[src/rtl/up_axi_master_if.sv]
// Bus bundle for up_axi_master: the simple up_* request/ack port and the AXI4-Lite master channels.
// The master modport is the bridge's view; slave is the view of the requester/AXI target side.
interface up_axi_master_if;
  logic        up_wreq;
  logic [13:0] up_waddr;
  logic [31:0] up_wdata;
  logic        up_wack;
  logic        up_werr;
  logic        up_rreq;
  logic [13:0] up_raddr;
  logic [31:0] up_rdata;
  logic        up_rack;
  logic        up_rerr;

  logic        m_axi_awvalid;
  logic        m_axi_awready;
  logic [31:0] m_axi_awaddr;
  logic [2:0]  m_axi_awprot;
  logic        m_axi_wvalid;
  logic        m_axi_wready;
  logic [31:0] m_axi_wdata;
  logic [3:0]  m_axi_wstrb;
  logic        m_axi_bvalid;
  logic        m_axi_bready;
  logic [1:0]  m_axi_bresp;
  logic        m_axi_arvalid;
  logic        m_axi_arready;
  logic [31:0] m_axi_araddr;
  logic [2:0]  m_axi_arprot;
  logic        m_axi_rvalid;
  logic        m_axi_rready;
  logic [31:0] m_axi_rdata;
  logic [1:0]  m_axi_rresp;

  modport master (
    input  up_wreq, up_waddr, up_wdata, up_rreq, up_raddr,
    output up_wack, up_werr, up_rdata, up_rack, up_rerr,
    output m_axi_awvalid, m_axi_awaddr, m_axi_awprot,
    input  m_axi_awready,
    output m_axi_wvalid, m_axi_wdata, m_axi_wstrb,
    input  m_axi_wready,
    input  m_axi_bvalid, m_axi_bresp,
    output m_axi_bready,
    output m_axi_arvalid, m_axi_araddr, m_axi_arprot,
    input  m_axi_arready,
    input  m_axi_rvalid, m_axi_rdata, m_axi_rresp,
    output m_axi_rready
  );

  modport slave (
    output up_wreq, up_waddr, up_wdata, up_rreq, up_raddr,
    input  up_wack, up_werr, up_rdata, up_rack, up_rerr,
    input  m_axi_awvalid, m_axi_awaddr, m_axi_awprot,
    output m_axi_awready,
    input  m_axi_wvalid, m_axi_wdata, m_axi_wstrb,
    output m_axi_wready,
    output m_axi_bvalid, m_axi_bresp,
    input  m_axi_bready,
    input  m_axi_arvalid, m_axi_araddr, m_axi_arprot,
    output m_axi_arready,
    output m_axi_rvalid, m_axi_rdata, m_axi_rresp,
    input  m_axi_rready
  );
endinterface

[src/rtl/up_axi_master.sv]
// Bridges single-cycle up_* register requests onto an AXI4-Lite master, one transaction at a time.
// A write and read requested together are served write first, then the latched read.
//
// state | meaning
// IDLE  | no transaction; accepts up_wreq/up_rreq or launches a pending read
// WADDR | driving AW and W until both have handshaken
// WRESP | bready high, waiting for B or the response timeout
// RADDR | driving AR until arready
// RDATA | rready high, waiting for R or the response timeout
module up_axi_master #(
  parameter logic [31:0] ADDR_BASE = 32'h0000_0000,
  parameter int          TIMEOUT   = 1024
) (
  input logic              up_clk,
  input logic              up_rstn,
  up_axi_master_if.master  bus
);

  typedef enum logic [2:0] {IDLE, WADDR, WRESP, RADDR, RDATA} state_t;

  localparam logic [15:0] TO_LOAD = 16'(TIMEOUT - 1);

  state_t      r_state;
  logic        r_rd_pend;
  logic [13:0] r_pend_addr;
  logic [15:0] r_cnt;
  logic        r_awvalid;
  logic [31:0] r_awaddr;
  logic        r_wvalid;
  logic [31:0] r_wdata;
  logic        r_bready;
  logic        r_arvalid;
  logic [31:0] r_araddr;
  logic        r_rready;
  logic        r_wack;
  logic        r_werr;
  logic        r_rack;
  logic        r_rerr;
  logic [31:0] r_rdata;

  logic w_aw_hs;
  logic w_w_hs;
  logic w_aw_done;
  logic w_w_done;

  function automatic logic [31:0] map_addr(input logic [13:0] a);
    return ADDR_BASE | {16'd0, a, 2'b00};
  endfunction

  assign w_aw_hs   = r_awvalid & bus.m_axi_awready;
  assign w_w_hs    = r_wvalid & bus.m_axi_wready;
  assign w_aw_done = ~r_awvalid | bus.m_axi_awready;
  assign w_w_done  = ~r_wvalid | bus.m_axi_wready;

  always_ff @(posedge up_clk) begin
    if (!up_rstn) begin
      r_state     <= IDLE;
      r_rd_pend   <= 1'b0;
      r_pend_addr <= '0;
      r_cnt       <= '0;
      r_awvalid   <= 1'b0;
      r_awaddr    <= '0;
      r_wvalid    <= 1'b0;
      r_wdata     <= '0;
      r_bready    <= 1'b0;
      r_arvalid   <= 1'b0;
      r_araddr    <= '0;
      r_rready    <= 1'b0;
      r_wack      <= 1'b0;
      r_werr      <= 1'b0;
      r_rack      <= 1'b0;
      r_rerr      <= 1'b0;
      r_rdata     <= '0;
    end else begin
      r_wack  <= 1'b0;
      r_werr  <= 1'b0;
      r_rack  <= 1'b0;
      r_rerr  <= 1'b0;
      r_rdata <= '0;
      case (r_state)
        IDLE: begin
          // A read held back behind a write launches in the cycle that shows up_wack.
          if (r_rd_pend) begin
            r_rd_pend <= 1'b0;
            r_arvalid <= 1'b1;
            r_araddr  <= map_addr(r_pend_addr);
            r_state   <= RADDR;
          end else if (bus.up_wreq) begin
            r_awvalid   <= 1'b1;
            r_wvalid    <= 1'b1;
            r_awaddr    <= map_addr(bus.up_waddr);
            r_wdata     <= bus.up_wdata;
            r_rd_pend   <= bus.up_rreq;
            r_pend_addr <= bus.up_raddr;
            r_state     <= WADDR;
          end else if (bus.up_rreq) begin
            r_arvalid <= 1'b1;
            r_araddr  <= map_addr(bus.up_raddr);
            r_state   <= RADDR;
          end
        end
        WADDR: begin
          if (w_aw_hs) r_awvalid <= 1'b0;
          if (w_w_hs)  r_wvalid  <= 1'b0;
          if (w_aw_done && w_w_done) begin
            r_bready <= 1'b1;
            r_cnt    <= TO_LOAD;
            r_state  <= WRESP;
          end
        end
        WRESP: begin
          if (bus.m_axi_bvalid && r_bready) begin
            r_bready <= 1'b0;
            r_wack   <= 1'b1;
            r_werr   <= (bus.m_axi_bresp != 2'b00);
            r_state  <= IDLE;
          end else if (r_cnt == 16'd0) begin
            r_bready <= 1'b0;
            r_wack   <= 1'b1;
            r_werr   <= 1'b1;
            r_state  <= IDLE;
          end else begin
            r_cnt <= r_cnt - 16'd1;
          end
        end
        RADDR: begin
          if (bus.m_axi_arready) begin
            r_arvalid <= 1'b0;
            r_rready  <= 1'b1;
            r_cnt     <= TO_LOAD;
            r_state   <= RDATA;
          end
        end
        RDATA: begin
          if (bus.m_axi_rvalid && r_rready) begin
            r_rready <= 1'b0;
            r_rack   <= 1'b1;
            r_rerr   <= (bus.m_axi_rresp != 2'b00);
            r_rdata  <= bus.m_axi_rdata;
            r_state  <= IDLE;
          end else if (r_cnt == 16'd0) begin
            r_rready <= 1'b0;
            r_rack   <= 1'b1;
            r_rerr   <= 1'b1;
            r_rdata  <= 32'hDEAD_DEAD;
            r_state  <= IDLE;
          end else begin
            r_cnt <= r_cnt - 16'd1;
          end
        end
        default: r_state <= IDLE;
      endcase
    end
  end

  assign bus.up_wack       = r_wack;
  assign bus.up_werr       = r_werr;
  assign bus.up_rack       = r_rack;
  assign bus.up_rerr       = r_rerr;
  assign bus.up_rdata      = r_rdata;
  assign bus.m_axi_awvalid = r_awvalid;
  assign bus.m_axi_awaddr  = r_awaddr;
  assign bus.m_axi_awprot  = 3'b000;
  assign bus.m_axi_wvalid  = r_wvalid;
  assign bus.m_axi_wdata   = r_wdata;
  assign bus.m_axi_wstrb   = 4'hF;
  assign bus.m_axi_bready  = r_bready;
  assign bus.m_axi_arvalid = r_arvalid;
  assign bus.m_axi_araddr  = r_araddr;
  assign bus.m_axi_arprot  = 3'b000;
  assign bus.m_axi_rready  = r_rready;

endmodule
[src/flat_wrapper.sv]
// flat-port wrapper written by rule: the top's interface ports become plain ports
module up_axi_master_flat 
#(
  parameter logic [31:0] ADDR_BASE = 32'h0000_0000,
  parameter int          TIMEOUT   = 1024
)
  (up_clk, up_rstn, bus_up_wreq, bus_up_waddr, bus_up_wdata, bus_up_rreq, bus_up_raddr, bus_up_wack, bus_up_werr, bus_up_rdata, bus_up_rack, bus_up_rerr, bus_m_axi_awvalid, bus_m_axi_awaddr, bus_m_axi_awprot, bus_m_axi_awready, bus_m_axi_wvalid, bus_m_axi_wdata, bus_m_axi_wstrb, bus_m_axi_wready, bus_m_axi_bvalid, bus_m_axi_bresp, bus_m_axi_bready, bus_m_axi_arvalid, bus_m_axi_araddr, bus_m_axi_arprot, bus_m_axi_arready, bus_m_axi_rvalid, bus_m_axi_rdata, bus_m_axi_rresp, bus_m_axi_rready);
  up_axi_master_if bus_i ();
  input logic up_clk;
  input logic up_rstn;
  input wire logic [$bits(bus_i.up_wreq)-1:0] bus_up_wreq;
  input wire logic [$bits(bus_i.up_waddr)-1:0] bus_up_waddr;
  input wire logic [$bits(bus_i.up_wdata)-1:0] bus_up_wdata;
  input wire logic [$bits(bus_i.up_rreq)-1:0] bus_up_rreq;
  input wire logic [$bits(bus_i.up_raddr)-1:0] bus_up_raddr;
  output wire logic [$bits(bus_i.up_wack)-1:0] bus_up_wack;
  output wire logic [$bits(bus_i.up_werr)-1:0] bus_up_werr;
  output wire logic [$bits(bus_i.up_rdata)-1:0] bus_up_rdata;
  output wire logic [$bits(bus_i.up_rack)-1:0] bus_up_rack;
  output wire logic [$bits(bus_i.up_rerr)-1:0] bus_up_rerr;
  output wire logic [$bits(bus_i.m_axi_awvalid)-1:0] bus_m_axi_awvalid;
  output wire logic [$bits(bus_i.m_axi_awaddr)-1:0] bus_m_axi_awaddr;
  output wire logic [$bits(bus_i.m_axi_awprot)-1:0] bus_m_axi_awprot;
  input wire logic [$bits(bus_i.m_axi_awready)-1:0] bus_m_axi_awready;
  output wire logic [$bits(bus_i.m_axi_wvalid)-1:0] bus_m_axi_wvalid;
  output wire logic [$bits(bus_i.m_axi_wdata)-1:0] bus_m_axi_wdata;
  output wire logic [$bits(bus_i.m_axi_wstrb)-1:0] bus_m_axi_wstrb;
  input wire logic [$bits(bus_i.m_axi_wready)-1:0] bus_m_axi_wready;
  input wire logic [$bits(bus_i.m_axi_bvalid)-1:0] bus_m_axi_bvalid;
  input wire logic [$bits(bus_i.m_axi_bresp)-1:0] bus_m_axi_bresp;
  output wire logic [$bits(bus_i.m_axi_bready)-1:0] bus_m_axi_bready;
  output wire logic [$bits(bus_i.m_axi_arvalid)-1:0] bus_m_axi_arvalid;
  output wire logic [$bits(bus_i.m_axi_araddr)-1:0] bus_m_axi_araddr;
  output wire logic [$bits(bus_i.m_axi_arprot)-1:0] bus_m_axi_arprot;
  input wire logic [$bits(bus_i.m_axi_arready)-1:0] bus_m_axi_arready;
  input wire logic [$bits(bus_i.m_axi_rvalid)-1:0] bus_m_axi_rvalid;
  input wire logic [$bits(bus_i.m_axi_rdata)-1:0] bus_m_axi_rdata;
  input wire logic [$bits(bus_i.m_axi_rresp)-1:0] bus_m_axi_rresp;
  output wire logic [$bits(bus_i.m_axi_rready)-1:0] bus_m_axi_rready;
  assign bus_i.up_wreq = bus_up_wreq;
  assign bus_i.up_waddr = bus_up_waddr;
  assign bus_i.up_wdata = bus_up_wdata;
  assign bus_i.up_rreq = bus_up_rreq;
  assign bus_i.up_raddr = bus_up_raddr;
  assign bus_up_wack = bus_i.up_wack;
  assign bus_up_werr = bus_i.up_werr;
  assign bus_up_rdata = bus_i.up_rdata;
  assign bus_up_rack = bus_i.up_rack;
  assign bus_up_rerr = bus_i.up_rerr;
  assign bus_m_axi_awvalid = bus_i.m_axi_awvalid;
  assign bus_m_axi_awaddr = bus_i.m_axi_awaddr;
  assign bus_m_axi_awprot = bus_i.m_axi_awprot;
  assign bus_i.m_axi_awready = bus_m_axi_awready;
  assign bus_m_axi_wvalid = bus_i.m_axi_wvalid;
  assign bus_m_axi_wdata = bus_i.m_axi_wdata;
  assign bus_m_axi_wstrb = bus_i.m_axi_wstrb;
  assign bus_i.m_axi_wready = bus_m_axi_wready;
  assign bus_i.m_axi_bvalid = bus_m_axi_bvalid;
  assign bus_i.m_axi_bresp = bus_m_axi_bresp;
  assign bus_m_axi_bready = bus_i.m_axi_bready;
  assign bus_m_axi_arvalid = bus_i.m_axi_arvalid;
  assign bus_m_axi_araddr = bus_i.m_axi_araddr;
  assign bus_m_axi_arprot = bus_i.m_axi_arprot;
  assign bus_i.m_axi_arready = bus_m_axi_arready;
  assign bus_i.m_axi_rvalid = bus_m_axi_rvalid;
  assign bus_i.m_axi_rdata = bus_m_axi_rdata;
  assign bus_i.m_axi_rresp = bus_m_axi_rresp;
  assign bus_m_axi_rready = bus_i.m_axi_rready;
  up_axi_master #(.ADDR_BASE(ADDR_BASE), .TIMEOUT(TIMEOUT)) u_core (.up_clk(up_clk), .up_rstn(up_rstn), .bus(bus_i));
endmodule
[config.mk]
export PLATFORM = sky130hd
export DESIGN_NAME = up_axi_master_flat
export DESIGN_NICKNAME = d
export VERILOG_FILES = /design/src/rtl/up_axi_master_if.sv /design/src/rtl/up_axi_master.sv /design/src/flat_wrapper.sv
export SDC_FILE = /design/constraint.sdc
export NUM_CORES = 1
export LEC_CHECK = 0
export ABC_AREA = 1
export CAP_MARGIN = 30
export CORE_MARGIN = 4
export CORE_UTILIZATION = 42
export DETAILED_ROUTE_END_ITERATION = 6
export PLACE_DENSITY = 0.78
export SLEW_MARGIN = 15
export SYNTH_ARGS = -nofsm -noshare
export SYNTH_HDL_FRONTEND = slang
export SYNTH_SLANG_ARGS = --single-unit
[constraint.sdc]
create_clock -name up_clk -period 1.86 [get_ports up_clk]
set_input_delay 0.465 -clock up_clk [delete_from_list [all_inputs] [get_ports up_clk]]
set_output_delay 0.465 -clock up_clk [all_outputs]
set_load 0.01 [all_outputs]
==> metrics <==
Final Hold Fails 0; # rows 42; FF+latch area 2700 µm²; total power approximately 12 mW; Setup WS post-layout 53.2 ps; TNS Setup 0 ps; Final Setup Violations 0; Clock Skews between 10 and 15 ps; worst skew pair latency about 420 ps; RSZ-0062 raised after global routing no; Die W 125 µm; Die ar. about 16000 µm²; pin count of the biggest net entering global routing 68; fin crit period 1810 ps; antenna violations before repair 0; register area share after synthesis 0.467; Die H 125 µm; post-synthesis simple-gate area fraction 0.295; Initial Utilization 0.434; Buf/Inv on CP 1; Non-Filler Instances around 1.2k; Main synth FF type dfxtp_1; clk slew on worst S/H paths 60 ps; cell count after synthesis just under 800; Critical Path Slowest Stage Cell clkdlybuf4s50_1; CTS tree done; EDFF count, synth 0; CP max stage delay about 570 ps; Port Buf Inserts 205; post-route ant nets 0; layout cells sized above 1 0.109; Syn Area/Cell 7.51 µm²; Pins Over Slew Limit 0; Clock Path Buffers 2; synth cell count leaders nor2_1 (195), dfxtp_1 (135), nand2_1 (119); mapped cell area 5790 µm²; worst path required time 1390 ps; CP delay by family, top buffers and inverters; Async S/R FF share, synth 0; mux share of post-synthesis cell area 0; postcts setup bufs 0; final wirelength 15500 µm; CTS hold repair buffers 0; Synth area leader dfxtp_1; WP data arrival between 1000 and 1500 ps; number of global-route vias before repair 4851; CTS Buf Count 17; Yosys reg bits 135; initial drt markers ~330; Synth Area in XOR/XNOR 0.00151; crit path launch type flip-flop; most common cell in the netlist nor2_1; Hold Path Class flip-flop to flip-flop; vias 5366; status completed; Crit Path Class flip-flop to primary output; # DRC 0; IO Pins 252; Synth top area share 0.467; vias per cell 4.57; main area contributors after synthesis dfxtp_1 (47%), nor2_1 (13%), nand2_1 (7.7%); Max Cap Viol 0; n_diodes 0; placed insts ~1.1k; adder-cell share of the synthesized area 0.00216; Clock Sinks 135; Placer Congestion 0.804; Root Buffer clkbuf_16; Area Overhead vs Synth 48.0%; first-pass GRT wire length around 25000 µm; Synth cell types 35; GRT Residual Overflow 0; Leak 3.66 nW; total track usage 0.192; crit path max fanout 3; dpl hpwl between 10000 and 15000 µm; CTS H-tree lvls 4; Worst Setup End Kind primary output; largest family of logic cells by synthesized area simple AND/OR/NAND/NOR gates; Layout fillers 1170; Core Box Area between 10000 and 15000 µm²; Synth Area in Compound Gates 0.116; number of synthesis warnings 0; Pre-Repair DR Iteration Count 4; multi-input logic area around 2600 µm²; cells along the critical path clkdlybuf4s50_1; Final #Nets 1091; dpl ws -172 ps; f_max approximately 550 MHz; fin crit share 0.971; routed wire length per instance 13.2 µm; PwrDens 1400 nW/µm²; worst vdd ir 558 µV
[final cells by class]
type | instances | share of cell area
inverters | 45 | 0.0197
repair buffers | 230 | 0.271
clock inverters | 11 | 0.0146
multi-input cells | 556 | 0.301
flip-flops and latches | 135 | 0.315
clock buffers | 21 | 0.0526
well taps | 176 | 0.0257
[sequential cells by signal, indices dropped and copies added (netlist names), 3 cells and up]
name,cells
u_core.bus.m_axi_wdata,32
u_core.bus.up_rdata,32
u_core.r_cnt,16
u_core.bus.m_axi_araddr,14
u_core.bus.m_axi_awaddr,14
u_core.r_pend_addr,14
u_core.r_state,3
[per-stage QoR]
| stage | hold WS (ps) | util | area (µm²) |
|---|---|---|---|
| after detailed placement | 454 | 0.599 | 7990 |
| after global placement | 451 | 0.599 | 7990 |
| after floorplan | 445 | - | 5950 |
| after global routing | 488 | 0.642 | 8570 |
| final | 466 | 0.642 | 8570 |
| after CTS | 464 | 0.642 | 8560 |
[power breakdown]
| part | total [mW] | switching [mW] | internal, mW |
|---|---|---|---|
| clock | 3.24 | 1.23 | 2.01 |
| combinational | 4.74 | 2.59 | 2.16 |
| sequential | 3.98 | 0.429 | 3.55 |
[final timing paths]
path	startpoint	endpoint	slack, ps	depth (start not counted)
worst min-delay path	u_core.r_pend_addr[7]	u_core.r_pend_addr[7]	470	2
worst min register to register	u_core.r_pend_addr[7]	u_core.r_pend_addr[7]	470	2
worst max-delay path	u_core.bus.m_axi_wvalid	bus_m_axi_wvalid	50	1
worst max register to register	u_core.r_cnt[0]	u_core.r_cnt[11]	230	8
[cells by family (layout without fill, tap and decap cells)]
| kind of cell | count (synthesis) | in the layout |
|---|---|---|
| AO/OA/AOI/OAI | 121 | 121 |
| XOR/XNOR | 1 | 1 |
| adder cells (fa/ha/maj) | 1 | 1 |
| buffers and inverters | 124 | 307 |
| flip-flops | 135 | 135 |
| other | 2 | 46 |
| AND/OR/NAND/NOR | 387 | 387 |
[layer usage]
metal / global-route usage / up-vias / share of wire
met4: 0.0848 / 0 / 0.026
li1: - / 2787 / -
met3: 0.0623 / 34 / 0.070
met1: 0.234 / 2358 / 0.43
met5: 0 / - / 0
met2: 0.310 / 187 / 0.48
[cells in the final DEF (no fill, tap or decap), types with 3 or more instances in the layout]
cell / instances
nor2_1: 195
a21oi_1: 20
clkinv_4: 3
o21ai_0: 71
clkbuf_1: 3
nand2_4: 3
conb_1: 46
buf_4: 18
clkbuf_16: 17
nor2_2: 7
nand2_1: 119
clkinv_2: 3
inv_1: 40
dfxtp_1: 135
nor3_1: 5
nand2_2: 16
nand3_1: 26
or2_2: 3
buf_12: 7
clkdlybuf4s50_1: 202
a21oi_2: 10
a31oi_1: 15
inv_2: 4
nor2_4: 3
[worst reg2reg max path, delay by kind of cell (launching register included)]
kind | cells | cell delay [ps]
simple gates | 5 | 760
flops | 1 | 320
compound gates | 1 | 150
fa+ha+maj | 1 | 230
buf+inv | 1 | 90
[what timing repair did]
action                                  CTS  global route
pin swaps                                 0             0
resized for setup                         1             1
endpoints found under the setup margin    1             1
Power figures use the tool's default switching activity.
